--- config.mk ---
export PLATFORM = sky130hd
export DESIGN_NAME = rv_mtimer
export DESIGN_NICKNAME = d
export VERILOG_FILES = /design/src/rtl/rv_mtimer_pkg.sv /design/src/rtl/rv_mtimer_counter.sv /design/src/rtl/rv_mtimer.sv
export SDC_FILE = /design/constraint.sdc
export NUM_CORES = 1
export LEC_CHECK = 0
export ABC_CLOCK_PERIOD_IN_PS = 5900
export CAP_MARGIN = 20
export CORE_ASPECT_RATIO = 1.4
export CORE_MARGIN = 2
export CORE_UTILIZATION = 50
export CTS_CLUSTER_DIAMETER = 200
export CTS_CLUSTER_SIZE = 25
export DETAILED_ROUTE_END_ITERATION = 10
export HOLD_SLACK_MARGIN = 0.03
export PLACE_DENSITY = 0.67
export SYNTH_ARGS = -nofsm -noshare
export SYNTH_HDL_FRONTEND = slang
export SYNTH_SLANG_ARGS = --single-unit
--- constraint.sdc ---
create_clock -name clk -period 5.9 [get_ports clk]
set_input_delay 0.885 -clock clk [delete_from_list [all_inputs] [get_ports clk]]
set_output_delay 0.885 -clock clk [all_outputs]
set_load 0.02 [all_outputs]
--- src/rtl/rv_mtimer_pkg.sv ---
// Shared definitions for the memory-mapped RISC-V machine timer:
// register offsets, CTRL field layout, reset constants and the byte-lane merge helper.
package rv_mtimer_pkg;

  localparam logic [4:0] OffMtimeLo = 5'h00;
  localparam logic [4:0] OffMtimeHi = 5'h04;
  localparam logic [4:0] OffCmpLo   = 5'h08;
  localparam logic [4:0] OffCmpHi   = 5'h0C;
  localparam logic [4:0] OffCtrl    = 5'h10;
  localparam logic [4:0] OffStatus  = 5'h14;

  localparam int CtrlEnBit  = 0;
  localparam int CtrlDivLsb = 8;

  localparam logic [63:0] MtimeReset    = 64'h0;
  localparam logic [63:0] MtimecmpReset = 64'hFFFF_FFFF_FFFF_FFFF;

  typedef enum logic {
    StIdle,
    StResp
  } acc_state_e;

  typedef enum logic {
    OpRead,
    OpWrite
  } acc_op_e;

  // Lanes with a clear enable keep the old byte.
  function automatic logic [31:0] mergeBytes(input logic [31:0] oldVal,
                                             input logic [31:0] newVal,
                                             input logic [3:0]  be);
    logic [31:0] res;
    res = oldVal;
    for (int i = 0; i < 4; i++) begin
      if (be[i]) res[8*i +: 8] = newVal[8*i +: 8];
    end
    return res;
  endfunction

endpackage

--- src/rtl/rv_mtimer_counter.sv ---
// Prescaler plus free-running 64-bit mtime counter with per-half software load ports.
// A load replaces one half and leaves the other at its pre-increment value (no carry).
module rv_mtimer_counter
  import rv_mtimer_pkg::*;
#(
  parameter int PrescaleWidth = 8
) (
  input  logic                     clk,
  input  logic                     rst_n,
  input  logic                     en_i,
  input  logic [PrescaleWidth-1:0] div_i,
  input  logic                     clear_pre_i,
  input  logic                     load_lo_i,
  input  logic                     load_hi_i,
  input  logic [31:0]              load_data_i,
  output logic [63:0]              mtime_o
);

  logic [PrescaleWidth-1:0] pre_cnt_q, pre_cnt_d;
  logic [63:0]              mtime_q, mtime_d;
  logic                     tick;

  always_comb begin
    tick      = en_i && (pre_cnt_q == div_i);
    pre_cnt_d = pre_cnt_q + PrescaleWidth'(1);
    if (!en_i || clear_pre_i || tick) pre_cnt_d = '0;

    mtime_d = tick ? (mtime_q + 64'd1) : mtime_q;
    // Software load wins over a coincident tick on the whole word.
    if (load_lo_i) mtime_d = {mtime_q[63:32], load_data_i};
    if (load_hi_i) mtime_d = {load_data_i, mtime_q[31:0]};
  end

  always_ff @(posedge clk or negedge rst_n) begin
    if (!rst_n) begin
      pre_cnt_q <= '0;
      mtime_q   <= MtimeReset;
    end else begin
      pre_cnt_q <= pre_cnt_d;
      mtime_q   <= mtime_d;
    end
  end

  assign mtime_o = mtime_q;

endmodule

--- src/rtl/rv_mtimer.sv ---
// RISC-V machine timer on the core data bus: access FSM, register file,
// 64-bit mtime >= mtimecmp compare and the registered MTIP request.
module rv_mtimer
  import rv_mtimer_pkg::*;
#(
  parameter int               Width         = 32,
  parameter logic [Width-1:0] BaseAddress   = 32'hFFFF_FF00,
  parameter int               PrescaleWidth = 8
) (
  input  logic             clk,
  input  logic             rst_n,
  input  logic [Width-1:0] address,
  input  logic             rd,
  input  logic             wr,
  input  logic [3:0]       byte_en,
  input  logic [Width-1:0] data_in,
  output logic [Width-1:0] data_out,
  output logic             hit,
  output logic             complete_read,
  output logic             complete_write,
  output logic             mtip
);

  acc_state_e               state_q;
  acc_op_e                  op_q;
  logic [4:0]               off_q;
  logic [31:0]              wdata_q;
  logic [3:0]               be_q;
  logic                     ctrl_en_q;
  logic [PrescaleWidth-1:0] ctrl_div_q;
  logic [63:0]              mtimecmp_q;
  logic [31:0]              shadow_q;
  logic [Width-1:0]         rdata_q;
  logic                     complete_read_q;
  logic                     complete_write_q;
  logic                     mtip_q;

  logic [63:0] mtime;
  logic [31:0] ctrlWord;
  logic [31:0] rdata;
  logic        writeResp;
  logic        loadLo;
  logic        loadHi;
  logic        clearPre;
  logic [31:0] loadData;

  assign hit = (address[Width-1:5] == BaseAddress[Width-1:5]) && (address[1:0] == 2'b00);

  always_comb begin
    ctrlWord                              = '0;
    ctrlWord[CtrlEnBit]                   = ctrl_en_q;
    ctrlWord[CtrlDivLsb +: PrescaleWidth] = ctrl_div_q;

    rdata = '0;
    case (off_q)
      OffMtimeLo: rdata = mtime[31:0];
      OffMtimeHi: rdata = shadow_q;
      OffCmpLo:   rdata = mtimecmp_q[31:0];
      OffCmpHi:   rdata = mtimecmp_q[63:32];
      OffCtrl:    rdata = ctrlWord;
      OffStatus:  rdata = {31'b0, mtip_q};
      default:    rdata = '0;
    endcase
  end

  // The counter owns mtime, so writes to it are steered through load strobes in RESP.
  always_comb begin
    writeResp = (state_q == StResp) && (op_q == OpWrite);
    loadLo    = writeResp && (off_q == OffMtimeLo) && (|be_q);
    loadHi    = writeResp && (off_q == OffMtimeHi) && (|be_q);
    clearPre  = writeResp && (off_q == OffCtrl);
    loadData  = mergeBytes((off_q == OffMtimeHi) ? mtime[63:32] : mtime[31:0], wdata_q, be_q);
  end

  rv_mtimer_counter #(
    .PrescaleWidth(PrescaleWidth)
  ) u_counter (
    .clk        (clk),
    .rst_n      (rst_n),
    .en_i       (ctrl_en_q),
    .div_i      (ctrl_div_q),
    .clear_pre_i(clearPre),
    .load_lo_i  (loadLo),
    .load_hi_i  (loadHi),
    .load_data_i(loadData),
    .mtime_o    (mtime)
  );

  always_ff @(posedge clk or negedge rst_n) begin
    if (!rst_n) begin
      state_q          <= StIdle;
      op_q             <= OpRead;
      off_q            <= '0;
      wdata_q          <= '0;
      be_q             <= '0;
      ctrl_en_q        <= 1'b0;
      ctrl_div_q       <= '0;
      mtimecmp_q       <= MtimecmpReset;
      shadow_q         <= '0;
      rdata_q          <= '0;
      complete_read_q  <= 1'b0;
      complete_write_q <= 1'b0;
      mtip_q           <= 1'b0;
    end else begin
      complete_read_q  <= 1'b0;
      complete_write_q <= 1'b0;
      mtip_q           <= (mtime >= mtimecmp_q);

      case (state_q)
        StIdle: begin
          // A simultaneous rd and wr is treated as a read; the write is dropped.
          if ((rd || wr) && hit) begin
            state_q <= StResp;
            op_q    <= rd ? OpRead : OpWrite;
            off_q   <= address[4:0];
            wdata_q <= data_in[31:0];
            be_q    <= byte_en;
          end
        end

        StResp: begin
          state_q <= StIdle;
          if (op_q == OpRead) begin
            complete_read_q <= 1'b1;
            rdata_q         <= Width'(rdata);
            if (off_q == OffMtimeLo) shadow_q <= mtime[63:32];
          end else begin
            complete_write_q <= 1'b1;
            case (off_q)
              OffCmpLo: mtimecmp_q[31:0]  <= mergeBytes(mtimecmp_q[31:0], wdata_q, be_q);
              OffCmpHi: mtimecmp_q[63:32] <= mergeBytes(mtimecmp_q[63:32], wdata_q, be_q);
              OffCtrl: begin
                ctrl_en_q  <= mergeBytes(ctrlWord, wdata_q, be_q)[CtrlEnBit];
                ctrl_div_q <= mergeBytes(ctrlWord, wdata_q, be_q)[CtrlDivLsb +: PrescaleWidth];
              end
              default: ;
            endcase
          end
        end

        default: state_q <= StIdle;
      endcase
    end
  end

  assign data_out       = rdata_q;
  assign complete_read  = complete_read_q;
  assign complete_write = complete_write_q;
  assign mtip           = mtip_q;

endmodule
==> flow_metrics.tcl <==
set metrics [dict create \
    tns_ps 0 \
    dp_cells 1809 \
    clock_sinks 255 \
    antenna_cells 0 \
    layout.cells.non_filler 1833 \
    clk_pin_slew_ps 90 \
    cp_max_fo 2 \
    cts_max_path_buffers 3 \
    yosys.area.top_type "dfrtp_1" \
    antenna_found_initial 0 \
    p_leak_uw 0.00702 \
    num_rows 73 \
    cap_violations 0 \
    die_w_um 147 \
    ios 108 \
    ff2ff_setup_slack_ps 2630 \
    cts_resized 0 \
    worst_pin_slew_ps 1040 \
    finalPower_uw 2910 \
    holdCritPathClass "in2async" \
    cts_tree "done" \
    grt_first_pass_wirelength_mm 64.5 \
    wirelength_mm 40.3 \
    coreArea_sq_um 28200 \
    fillers 2464 \
    r2r_cells 7 \
    relSlewSlack_pct 30.6 \
    drc 0 \
    synthFlopType "dfrtp_1" \
    status "finished clean" \
    ys_types 65 \
    drive_gt1_share_pct 18.4 \
    power_density_nw_per_um2 181 \
    r2r_start "off_q[3]$_DFFE_PN0P_" \
    drt-pass1-iter-count 7 \
    start_util_pct 50.5 \
    fin_crit_sh_pct 56.6 \
    fin_nets 1589 \
    setup_violations 0 \
    drt_iter0_markers 1010 \
    h-tree-depth 1 \
    reg2reg_to "u_counter.mtime_o[27]$_DFFE_PN0P_" \
    crit_start "address[11]" \
    synth_edf_count 0 \
    max_freq_ghz 0.299 \
    avgSynthCellArea_sq_um 10.3 \
    seq_area_frac_synth_pct 45.4 \
    synthArstFlopShare_pct 100 \
    avgRoutedWirePerCell_um 22.0 \
    yosys_warnings 0 \
    grt_max_degree 111 \
    layout_setup_ws_ps 2560 \
    post-place-ws_ps 2570 \
    dieArea_sq_um 29900 \
    clk_latency_ps 510 \
    fin_worst_skew_ps 33.2 \
    synth_seq_cells 255 \
    ys_top_cells_by_area "dfrtp_1 34%, dfstp_2 12%, mux2_2 12%, ha_1 5.8%, o21ai_0 3.6%" \
    synthesis.nets 1523 \
    rsz0062_at_grt "false" \
    path_class "in2out" \
    ant_nets 0 \
    critPathRequiredTime_ps 5020 \
    overflow 0 \
    grt_usage_pct 27.3 \
    die_height_um 204 \
    numCtsBuffers 14 \
    critPathArrivalTime_ps 2460 \
    endpoint_kind "output port" \
    final-hold-violation-count 0 \
    numPortBuffers 107 \
    area_delta_synth_final_pct 12.8 \
    crit_path_start_kind "input port" \
    routabilityCongestion 0.895 \
    fin_crit_ps 3340 \
    slew_viol_final 0 \
    dp_hpwl_mm 28.1 \
    post-cts-setup-buffers 0 \
    synth_top_area_share_pct 33.6 \
    endpoint "hit" \
    postCtsHoldBufs 0 \
    grt_pass1_vias 11300 \
    vias_per_cell 6.11 \
    ir_worst_vdd_v 0.000232 \
    syn_area_sq_um 14200 \
    cts.root.buffer_cell "clkbuf_16" \
    vias 11200 \
    synthCells 1385 \
]
==> critical path, cell delays in order <==
cell	delay [ps]
clkdlybuf4s50_1	480
nand4b_1	110
nor3_1	180
nand4_1	130
inv_1	70
clkdlybuf4s50_1	600
==> cells in the mapped netlist, drive strengths merged (3+ instances only) <==
cell type,number
inv,82
nor3,21
xnor2,18
a21oi,82
clkbuf,55
a2bb2oi,7
o21ai,106
a31oi,3
and2,7
o22ai,10
a22oi,11
mux2i,40
nand2,133
nand4b,3
a22o,26
ha,66
dfstp,64
dfrtp,191
a21o,21
nand4,46
mux2,150
or3,3
nand3,50
a222oi,9
and3,15
nor4,22
o22a,3
buf,19
or4,3
a221oi,24
and4,5
nor2,36
xor2,27
==> placed cells by master, fill, tap and decap left out, types with 44 or more instances in the layout <==
cell type        count
a21oi_1             81
dfstp_2             64
o21ai_0            102
nand2_1            133
nand4_1             44
mux2_2             149
nand3_1             47
inv_1               82
dfrtp_1            191
clkdlybuf4s50_1    106
ha_1                66
==> kinds of logic after synthesis <==
family | Yosys count | share of synthesized area [%]
AOI/OAI and AO/OA | 319 | 14.4
adders and majority gates | 66 | 5.80
muxes | 190 | 14.7
buffers and inverters | 156 | 4.27
and+or+nand+nor | 354 | 12.7
xor gates and xnor gates | 45 | 2.77
DFF | 255 | 45.4
==> worst min path at each step <==
stage / start / to / slack, ps / cells past startpoint
2_1_floorplan: shadow_q[22]$_DFFE_PN0P_ / shadow_q[22]$_DFFE_PN0P_ / 450 / 2
3_5_place_dp: data_out[11]$_DFFE_PN0P_ / data_out[11]$_DFFE_PN0P_ / 470 / 1
5_1_grt: rst_n / wdata_q[27]$_DFFE_PN0P_ / 480 / 1
3_3_place_gp: data_out[22]$_DFFE_PN0P_ / data_out[22]$_DFFE_PN0P_ / 460 / 2
6_report: rst_n / wdata_q[27]$_DFFE_PN0P_ / 390 / 1
4_1_cts: rst_n / wdata_q[27]$_DFFE_PN0P_ / 470 / 1
==> flip-flops by register name (all words and copies together), names as in the netlist, 4 cells and up <==
register / count
mtimecmp_q: 64
ctrl_div_q: 8
wdata_q: 32
u_counter.pre_cnt_q: 8
shadow_q: 32
off_q: 5
be_q: 4
u_counter.mtime_o: 64
data_out: 32
==> stage by stage <==
| step | utilization, % | area [sq um] | hold WS, ps |
|---|---|---|---|
| 6_report | 56.9 | 16100 | 386 |
| 5_1_grt | 56.9 | 16100 | 483 |
| 4_1_cts | 56.9 | 16100 | 475 |
| 3_5_place_dp | 55.4 | 15600 | 469 |
| 3_3_place_gp | 55.4 | 15600 | 460 |
| 2_1_floorplan | - | 14200 | 450 |
==> area by class of cell <==
type	instances	area, sq um	area share (%)
Tap cell	375	469	2.92
Inverter	82	308	1.92
Sequential cell	255	6460	40.2
Clock buffer	22	402	2.50
Multi-Input combinational cell	974	7210	44.9
Clock inverter	1	20.0	0.125
Timing Repair Buffer	124	1200	7.47
==> power breakdown <==
part           total (uW)  internal (uW)  switching (uW)
sequential           1750           1750       0.0000533
combinational        84.7           43.2            41.5
clock                1080            484             593
==> routing by layer <==
layer	GRT usage, %	wire (um)	vias up
met4	11.4	1860	0
met5	0	0	-
li1	-	-	5188
met2	49.0	20800	313
met3	2.21	1510	92
met1	33.9	16100	5611
Power figures use the tool's default switching activity.
